**src/rtl/multi_cycle_adder_if.sv**
```systemverilog
// Handshake bundle for multi_cycle_adder: operand side (in_*), result side (out_*).
// master = producer/consumer around the adder, slave = the adder itself.
interface multi_cycle_adder_if #(
  parameter int WIDTH = 32
) ();
  logic             in_valid;
  logic             in_ready;
  logic [WIDTH-1:0] x;
  logic [WIDTH-1:0] y;
  logic             carry_in;
  logic             sub;
  logic             out_valid;
  logic             out_ready;
  logic [WIDTH-1:0] sum;
  logic             carry_out;
  logic             overflow;

  modport master (
    output in_valid,
    output x,
    output y,
    output carry_in,
    output sub,
    output out_ready,
    input  in_ready,
    input  out_valid,
    input  sum,
    input  carry_out,
    input  overflow
  );

  modport slave (
    input  in_valid,
    input  x,
    input  y,
    input  carry_in,
    input  sub,
    input  out_ready,
    output in_ready,
    output out_valid,
    output sum,
    output carry_out,
    output overflow
  );
endinterface

```
**src/rtl/multi_cycle_adder.sv**
```systemverilog
// Sequential add/sub: CHUNK bits per cycle, carry rippled through a flop.
// Ports: clk, rst_n (async, active low), bus (slave modport of multi_cycle_adder_if).
module multi_cycle_adder #(
  parameter int WIDTH = 32,
  parameter int CHUNK = 8
) (
  input  logic          clk,
  input  logic          rst_n,
  multi_cycle_adder_if.slave bus
);

  localparam int N  = WIDTH / CHUNK;
  localparam int CW = (N > 1) ? $clog2(N) : 1;
  localparam logic [CW-1:0] LAST = CW'(N - 1);

  typedef enum logic [1:0] {
    IDLE,
    ADD,
    DONE
  } state_t;

  state_t           state_q, state_d;
  logic [CW-1:0]    cnt_q, cnt_d;
  logic [WIDTH-1:0] x_q, x_d;
  logic [WIDTH-1:0] yop_q, yop_d;
  logic [WIDTH-1:0] part_q, part_d;
  logic [WIDTH-1:0] sum_q, sum_d;
  logic             c_q, c_d;
  logic             cout_q, cout_d;
  logic             ovf_q, ovf_d;

  logic [CHUNK:0]   s;
  int               idx;

  always_comb begin
    state_d = state_q;
    cnt_d   = cnt_q;
    x_d     = x_q;
    yop_d   = yop_q;
    c_d     = c_q;
    part_d  = part_q;
    sum_d   = sum_q;
    cout_d  = cout_q;
    ovf_d   = ovf_q;

    idx = int'(cnt_q) * CHUNK;
    s   = {1'b0, x_q[idx +: CHUNK]}
        + {1'b0, yop_q[idx +: CHUNK]}
        + {{CHUNK{1'b0}}, c_q};

    unique case (state_q)
      IDLE: begin
        if (bus.in_valid) begin
          state_d = ADD;
          x_d     = bus.x;
          // x + ~y + ~b == x - y - b (mod 2^W)
          yop_d   = bus.sub ? ~bus.y : bus.y;
          c_d     = bus.sub ^ bus.carry_in;
          cnt_d   = '0;
        end
      end
      ADD: begin
        part_d[idx +: CHUNK] = s[CHUNK-1:0];
        c_d   = s[CHUNK];
        cnt_d = cnt_q + 1'b1;
        if (cnt_q == LAST) begin
          state_d = DONE;
          sum_d   = part_d;
          cout_d  = s[CHUNK];
          ovf_d   = (x_q[WIDTH-1] == yop_q[WIDTH-1])
                 && (part_d[WIDTH-1] != x_q[WIDTH-1]);
        end
      end
      DONE: begin
        if (bus.out_ready) begin
          state_d = IDLE;
        end
      end
      default: state_d = IDLE;
    endcase
  end

  always_ff @(posedge clk or negedge rst_n) begin
    if (!rst_n) begin
      state_q <= IDLE;
      cnt_q   <= '0;
      x_q     <= '0;
      yop_q   <= '0;
      part_q  <= '0;
      c_q     <= 1'b0;
      sum_q   <= '0;
      cout_q  <= 1'b0;
      ovf_q   <= 1'b0;
    end else begin
      state_q <= state_d;
      cnt_q   <= cnt_d;
      x_q     <= x_d;
      yop_q   <= yop_d;
      part_q  <= part_d;
      c_q     <= c_d;
      sum_q   <= sum_d;
      cout_q  <= cout_d;
      ovf_q   <= ovf_d;
    end
  end

  assign bus.in_ready  = (state_q == IDLE);
  assign bus.out_valid = (state_q == DONE);
  assign bus.sum       = sum_q;
  assign bus.carry_out = cout_q;
  assign bus.overflow  = ovf_q;

endmodule

```
**src/flat_wrapper.sv**
```systemverilog
// flat-port wrapper written by rule: the top's interface ports become plain ports
module multi_cycle_adder_flat 
#(
  parameter int WIDTH = 32,
  parameter int CHUNK = 8
)
  (clk, rst_n, bus_in_valid, bus_x, bus_y, bus_carry_in, bus_sub, bus_out_ready, bus_in_ready, bus_out_valid, bus_sum, bus_carry_out, bus_overflow);
  multi_cycle_adder_if #(.WIDTH(WIDTH)) bus_i ();
  input  logic clk;
  input  logic rst_n;
  input wire logic [$bits(bus_i.in_valid)-1:0] bus_in_valid;
  input wire logic [$bits(bus_i.x)-1:0] bus_x;
  input wire logic [$bits(bus_i.y)-1:0] bus_y;
  input wire logic [$bits(bus_i.carry_in)-1:0] bus_carry_in;
  input wire logic [$bits(bus_i.sub)-1:0] bus_sub;
  input wire logic [$bits(bus_i.out_ready)-1:0] bus_out_ready;
  output wire logic [$bits(bus_i.in_ready)-1:0] bus_in_ready;
  output wire logic [$bits(bus_i.out_valid)-1:0] bus_out_valid;
  output wire logic [$bits(bus_i.sum)-1:0] bus_sum;
  output wire logic [$bits(bus_i.carry_out)-1:0] bus_carry_out;
  output wire logic [$bits(bus_i.overflow)-1:0] bus_overflow;
  assign bus_i.in_valid = bus_in_valid;
  assign bus_i.x = bus_x;
  assign bus_i.y = bus_y;
  assign bus_i.carry_in = bus_carry_in;
  assign bus_i.sub = bus_sub;
  assign bus_i.out_ready = bus_out_ready;
  assign bus_in_ready = bus_i.in_ready;
  assign bus_out_valid = bus_i.out_valid;
  assign bus_sum = bus_i.sum;
  assign bus_carry_out = bus_i.carry_out;
  assign bus_overflow = bus_i.overflow;
  multi_cycle_adder #(.WIDTH(WIDTH), .CHUNK(CHUNK)) u_core (.clk(clk), .rst_n(rst_n), .bus(bus_i));
endmodule
```
**config.mk**
```make
export PLATFORM = sky130hd
export DESIGN_NAME = multi_cycle_adder_flat
export DESIGN_NICKNAME = d
export VERILOG_FILES = /design/src/rtl/multi_cycle_adder_if.sv /design/src/rtl/multi_cycle_adder.sv /design/src/flat_wrapper.sv
export SDC_FILE = /design/constraint.sdc
export NUM_CORES = 1
export LEC_CHECK = 0
export BUFFER_PORTS_ARGS = -buffer_cell sky130_fd_sc_hd__buf_4
export CAP_MARGIN = 20
export CORE_UTILIZATION = 45
export CTS_BUF_LIST = sky130_fd_sc_hd__clkbuf_4
export CTS_CLUSTER_SIZE = 14
export DETAILED_ROUTE_END_ITERATION = 10
export PLACE_DENSITY = 0.66
export RECOVER_POWER = 50
export SYNTH_ARGS = -nofsm -noshare
export SYNTH_HDL_FRONTEND = slang
export SYNTH_SLANG_ARGS = --single-unit
```
**constraint.sdc**
```tcl
create_clock -name clk -period 3.4 [get_ports clk]
set_input_delay 0.17 -clock clk [delete_from_list [all_inputs] [get_ports clk]]
set_output_delay 0.17 -clock clk [all_outputs]
set_load 0.02 [all_outputs]
```
==> metrics.csv, run 1 <==
metric,value,unit
outcome,finished with violations,
failed_checks,"max-capacitance violations, max-slew violations",
syn-cell-area,0.00640,sq mm
core-area,0.0139,sq mm
intPower,4.75,mW
cts_inserted_buffers,17,
cp.required,3.88,ns
synth_xor_area_share,4.65,%
critical_path.max_stage_delay,0.70,ns
r2r_cells,8,
timing.setup.tns,0,ns
rsz0062_at_grt,no,
die_area,0.0147,sq mm
design_area,0.00824,sq mm
reg2reg_from,u_core.cnt_q[0],
grt_start_max_net_pins,76,
crit_slowest_cell,xnor2_1,
synth_cells,557,
seqPwrFrac,30.9,%
synthSimpleGateAreaFrac,8.38,%
max_clock_freq,333,MHz
relSlewSlack,-12.7,%
dpl.hpwl,10.9,mm
synth-compound-area-share,15.4,%
post_dp_cell_area,0.00737,sq mm
yosys_most_used_dff,dfrtp_1,
end_kind,flip-flop,
max-vdd-ir-drop,0.000681,V
yosys-top-cells-count,"135 x dfrtp_1, 51 x nor2_1, 48 x a21oi_1",
rows,43,
synth_seq_cells,135,
power_density,1060,mW/mm^2
muxShareOfSynthArea,12.7,%
hold_viol,0,
antenna_found_initial,0,
port_buffers,105,
place.gp.congestion,0.845,
p_leak,3.61,nW
overflow,0,
post-place-ws,0.452,ns
min_period,3.00,ns
fin_skew,0.0192,ns
wl,16.1,mm
synth_edf_count,0,
area_growth,28.6,%
dieWidth,121,um
switching_power,3.96,mW
setup_viol,0,
ys_seq_area_share,52.8,%
tritoncts,done,
root_buffer,clkbuf_4,
worst_setup_path_start_kind,flip-flop,
routedWlPerCell,17.5,um
drt-pass1-iter-count,7,
diodes,0,
worstSetupPathType,reg2reg,
ys_top_cells_by_area,"dfrtp_1 53%, mux2_2 6.9%, mux4_2 5.6%",
grt_pass1_vias,5051,
p_comb_share,57.3,%
synth-async-reset-ratio,100,%
critical_path_arrival,3.48,ns
startpoint,u_core.cnt_q[0],
synth_top_family_by_area,compound AO/OA/AOI/OAI gates,
worst_skew_pair.late_latency,0.55,ns
whs,0.140,ns
drtIter0Drc,311,
synth_cell_types,50,
cp_max_fo,19,
syn_avg_cell_area,11.5,sq um
rr_endpoint,u_core.bus.sum[18],
nets,812,
htreeDepth,4,
syn_nets,642,
drc,0,
clockBufferDepth,2,
worstHoldPathType,in2reg,
gr-usage-all-layers,23.2,%
finalWorstSetupSlack,0.399,ns
synth_top_area_share,52.8,%
grt_pass1_wl,25.7,mm
setup.worst_path.end,u_core.bus.sum[18],
ios,106,
switching_share,45.5,%
fp.dieH,121,um
vias,5091,
synth_adder_area_share,3.17,%
drv_slew,66,
cpMostUsedCell,fa_1,
clkPwrFrac,11.8,%
synth.most_common_cell,dfrtp_1,
ys_warn_count,0,
yosysTopAreaCell,dfrtp_1,
finalPower,8.71,mW
regToRegSetupSlack,0.40,ns
post-route-period-util,88.3,%
vias_per_cell,5.54,
post_cts_resized,0,
cts.clk_slew.worst_paths,0.11,ns
tightestPinTransition,1.69,ns
antenna_left,0,
cts_sinks,135,
initial_core_util,46.1,%
drive_above_1_share,25.4,%
path_cells,buf_12 > mux4_2 > inv_1 > fa_1 > fa_1 > xnor2_1 > a221oi_1 > nor2_1,
max_cap_violations,1,
==> critical path: cells and delay by family, from the launching register on <==
kind / cells / cell delay [ns]
mux: 1 / 0.35
flops: 1 / 0.42
buf+inv: 2 / 0.24
compound gates: 1 / 0.23
xor+xnor: 1 / 0.70
fa+ha+maj: 2 / 0.82
simple gates: 1 / 0.15
==> metal layers <==
metal / routed length [um] / track usage [%] / vias up
li1: - / - / 2355
met1: 6810 / 29.6 / 2513
met2: 7830 / 37.2 / 186
met3: 958 / 5.31 / 37
met4: 508 / 11.5 / 0
met5: 0 / 0 / -
==> worst min path at each step <==
stage / slack, ns / cells past startpoint / startpoint / endpoint
finish: 0.14 / 4 / bus_carry_in / u_core.c_q
global placement: 0.33 / 1 / rst_n / u_core.bus.overflow
global route: 0.10 / 4 / bus_carry_in / u_core.c_q
floorplan: -0.13 / 0 / rst_n / u_core.bus.carry_out
detailed placement: 0.33 / 1 / rst_n / u_core.bus.overflow
CTS: 0.11 / 4 / bus_carry_in / u_core.c_q
==> area by class of cell <==
| type | count | area, sq um |
|---|---|---|
| Fill cell | 1138 | 5650 |
| Sequential cell | 135 | 3380 |
| Multi-Input combinational cell | 377 | 2830 |
| Timing Repair Buffer | 180 | 1470 |
| Tap cell | 180 | 225 |
| Clock buffer | 25 | 188 |
| Clock inverter | 6 | 76.3 |
| Inverter | 16 | 60.1 |
==> cell usage in the layout, fill, tap and decap left out, types with 8 or more instances in the layout <==
master,synthesis,routed
dfrtp_1,135,135
buf_4,0,92
dlygate4sd3_1,0,67
nor2_1,51,51
a21oi_1,48,48
nand2_1,45,45
mux2_2,39,39
o21ai_0,36,36
xnor2_1,33,33
clkbuf_4,0,25
a22o_1,20,20
clkbuf_1,8,18
mux4_2,16,16
inv_1,14,14
ha_1,13,13
o31ai_1,8,8
a32oi_1,8,8
==> through the flow <==
stage,instances,util [%]
after global placement,821,53.1
after detailed placement,821,53.1
after CTS,919,59.8
after global routing,919,59.3
after floorplan,557,-
final,919,59.3
==> kinds of logic after synthesis <==
kind of cell,after synthesis
multiplexers,56
AND/OR/NAND/NOR,121
AO/OA/AOI/OAI,151
flip-flops,135
XOR/XNOR,34
adder cells (fa/ha/maj),15
buffers and inverters,45
==> flip-flops by register name (all words and copies together), names as in the netlist <==
register / flops
u_core.bus.sum: 32
u_core.part_q: 32
u_core.x_q: 32
u_core.yop_q: 32
u_core.cnt_q: 2
u_core.state_q: 2
u_core.bus.carry_out: 1
u_core.bus.overflow: 1
u_core.c_q: 1
==> power by group through the flow <==
| stage | clock (mW) | combinational, mW | sequential (mW) |
|---|---|---|---|
| after floorplan | 0 | 3.32 | 2.77 |
| after global placement | 0 | 4.79 | 2.71 |
| after detailed placement | 0 | 4.93 | 2.73 |
| after CTS | 1.05 | 5.01 | 2.69 |
| after global routing | 1.13 | 5.40 | 2.77 |
| final | 1.03 | 4.99 | 2.69 |
==> timing repair <==
item	CTS	global route
setup buffers	0	0
hold endpoints to repair	131	0
endpoints found under the setup margin	0	0
hold buffers	67	0
Power figures use the tool's default switching activity.
==> inputs of run 2 (changes only) <==
--- a/config.mk
+++ b/config.mk
@@ -9,2 +9,4 @@
 export CAP_MARGIN = 20
+export CELL_PAD_IN_SITES_DETAIL_PLACEMENT = 0
+export CELL_PAD_IN_SITES_GLOBAL_PLACEMENT = 1
 export CORE_UTILIZATION = 45
@@ -13,4 +15,5 @@
 export DETAILED_ROUTE_END_ITERATION = 10
-export PLACE_DENSITY = 0.66
+export PLACE_DENSITY_LB_ADDON = 0.1
 export RECOVER_POWER = 50
+export SLEW_MARGIN = 40
 export SYNTH_ARGS = -nofsm -noshare
==> constraint.sdc (replaced) <==
create_clock -name clk -period 3.4 [get_ports clk]
set_input_delay 0.34 -clock clk [delete_from_list [all_inputs] [get_ports clk]]
set_output_delay 0.34 -clock clk [all_outputs]
set_load 0.02 [all_outputs]
==> run 2 against run 1 <==
  * The run still ends with max-capacitance violations, max-slew violations left
  * Clock power fell by 11%
  * Clock-buffer cell count fell by 6
  * Routed wire length fell by 2.0%
  * Flip-flop and latch count did not move
  * Hold slack got worse by 0.099 ns
  * Sequential power barely moved
  * Register-to-register slack barely moved
  * Combinational power rose by 4%
  * Non-clock buffer count fell by 31
  * Cell count fell by 3.3%
  * Die area did not move
==> metrics.csv, run 2 (synthesis gave the netlist of run 1 again) <==
metric,value,unit,change
startpoint,u_core.cnt_q[0],,unchanged
end_kind,flip-flop,,unchanged
layout.cells.non_filler,889,,was 919
outcome,finished with violations,,unchanged
critical_path_arrival,3.50,ns,was 3.48 ns
min_period,3.01,ns,was 3.00 ns
timing.setup.tns,0,ns,unchanged
drt-pass1-iter-count,4,,was 7
worstSetupPathType,reg2reg,,unchanged
finalWorstSetupSlack,0.389,ns,was 0.399 ns
p_comb_share,58.8,%,was 57.3%
relSlewSlack,-17.9,%,was -12.7%
dp.cells,823,,was 821
setup_viol,0,,unchanged
place.gp.congestion,0.917,,was 0.845
overflow,0,,unchanged
power_density,1110,mW/mm^2,was 1060 mW/mm^2
cts_sinks,135,,unchanged
intPower,4.69,mW,was 4.75 mW
layout_commonest_cell,dfrtp_1,,unchanged
core-area,0.0139,sq mm,unchanged
num-fill-cells,1240,,"was 1,138"
area_growth,23.7,%,was 28.6%
max_cap_violations,1,,unchanged
switching_share,46.6,%,was 45.5%
cts_inserted_buffers,17,,unchanged
dpl.hpwl,11.0,mm,was 10.9 mm
worst_skew_pair.late_latency,0.55,ns,about the same
post_dp_cell_area,0.00739,sq mm,was 0.00737 sq mm
ios,106,,unchanged
nets,781,,was 812
reg2reg_from,u_core.cnt_q[0],,unchanged
drtIter0Drc,251,,was 311
antenna_left,0,,unchanged
crit_slowest_cell,mux4_2,,was xnor2_1
vias,4791,,"was 5,091"
cp_max_fo,23,,was 19
p_leak,3.49,nW,was 3.61 nW
dieWidth,121,um,unchanged
grt_pass1_vias,4862,,"was 5,051"
design_area,0.00792,sq mm,was 0.00824 sq mm
diodes,0,,unchanged
post-place-ws,0.400,ns,was 0.452 ns
gr-usage-all-layers,22.9,%,was 23.2%
max-vdd-ir-drop,0.000725,V,was 0.000681 V
failed_checks,"max-capacitance violations, max-slew violations",,unchanged
cts.clk_slew.worst_paths,0.11,ns,about the same
htreeDepth,4,,unchanged
grtUsageMet1,27.5,%,was 29.6%
worstHoldPathType,in2reg,,unchanged
met3_usage,4.42,%,was 5.31%
busiest_layer,met2,,unchanged
die_area,0.0147,sq mm,unchanged
post_cts_resized,0,,unchanged
drive_above_1_share,28.1,%,was 25.4%
grt_pass1_wl,25.0,mm,was 25.7 mm
drc,0,,unchanged
min_from,bus_x[8],,was bus_carry_in
final_cell_mix,"135 x dfrtp_1, 103 x buf_4, 51 x nor2_1",,"was 135 x dfrtp_1, 92 x buf_4, 67 x dlygate4sd3_1"
port_buffers,105,,unchanged
post-route-period-util,88.5,%,was 88.3%
drv_slew,72,,was 66
max_clock_freq,332,MHz,was 333 MHz
antenna_found_initial,0,,unchanged
fin_skew,0.0145,ns,was 0.0192 ns
clkPwrFrac,10.5,%,was 11.8%
grt_start_max_net_pins,76,,unchanged
tritoncts,done,,unchanged
hold_viol,0,,unchanged
finalPower,8.79,mW,was 8.71 mW
vias_per_cell,5.39,,was 5.54
cp.required,3.89,ns,was 3.88 ns
rows,43,,unchanged
path_cells,buf_12 > mux4_2 > ha_1 > nor2b_1 > o31a_1 > o21ai_0 > and2_1 > a22o_1,,was buf_12 > mux4_2 > inv_1 > fa_1 > fa_1 > xnor2_1 > a221oi_1 > nor2_1
initial_core_util,46.1,%,unchanged
rsz0062_at_grt,no,,unchanged
worst_setup_path_start_kind,flip-flop,,unchanged
met2_usage,39.9,%,was 37.2%
switching_power,4.10,mW,was 3.96 mW
root_buffer,clkbuf_4,,unchanged
routedWlPerCell,17.8,um,was 17.5 um
tightestPinTransition,1.77,ns,was 1.69 ns
seqPwrFrac,30.7,%,was 30.9%
clockBufferDepth,2,,unchanged
wl,15.8,mm,was 16.1 mm
critical_path.max_stage_delay,0.56,ns,was 0.70 ns
fp.dieH,121,um,unchanged
-- run 2: changes by cell type in the layout (fill, tap and decap cells not counted), moves of 2 or more --
cell	change
clkinv_2	+4
clkbuf_4	-5
dlygate4sd3_1	-34
clkbuf_1	-9
buf_4	+11
clkinv_1	+2
clkinvlp_4	+2
-- run 2: per-layer routing --
metal  share of wire (%)  wire length, um
met3                 3.3              528
met2                  52             8240
met1                  42             6660
met5                   0                0
met4                 2.2              350
-- run 2: final timing paths --
check                      slack (ns)  cells past startpoint                 end
min in group asynchronous        0.79                      2  u_core.bus.sum[19]
min                              0.04                      2       u_core.x_q[8]
min reg2reg                      0.48                      2   u_core.bus.sum[0]
max                              0.39                      8    u_core.part_q[5]
max in group asynchronous        0.78                      3      u_core.x_q[11]
max reg2reg                      0.39                      8    u_core.part_q[5]
-- run 2: cell type report --
type	instances	area [sq um]	share of cell area (%)
repair buffers	149	1190	15.0
well taps	180	225	2.84
clock inverters	13	88.8	1.12
multi-input cells	377	2840	35.8
flip-flops and latches	135	3380	42.6
inverters	16	60.1	0.758
clock buffers	19	143	1.80
-- run 2: power by group through the flow --
stage               Clock [mW]  Combinational (mW)  Sequential [mW]
CTS                      0.949                5.14             2.70
global route              1.02                5.59             2.77
finish                   0.919                5.17             2.70
global placement             0                5.03             2.71
detailed placement           0                5.09             2.74
floorplan                    0                3.32             2.77
-- run 2: timing repair --
item | CTS | global route
hold endpoints to repair | 98 | 4
hold buffers | 29 | 4
buffers inserted | 0 | 0
-- run 2: worst max-delay path, delay by kind of cell (launching register included) --
kind                     cells  cell delay, ns
buffers and inverters        1            0.22
flip-flops                   1            0.40
adder cells (fa/ha/maj)      1            0.31
multiplexers                 1            0.56
AO/OA/AOI/OAI                3            1.01
AND/OR/NAND/NOR              2            0.45
-- run 2: metrics by stage --
step                      hold WS (ns)  utilization, %
after floorplan                 0.0444               -
after global placement           0.394            53.2
after detailed placement         0.402            53.2
after CTS                     0.000196            57.0
after global routing           0.00303            57.1
final                           0.0417            57.1
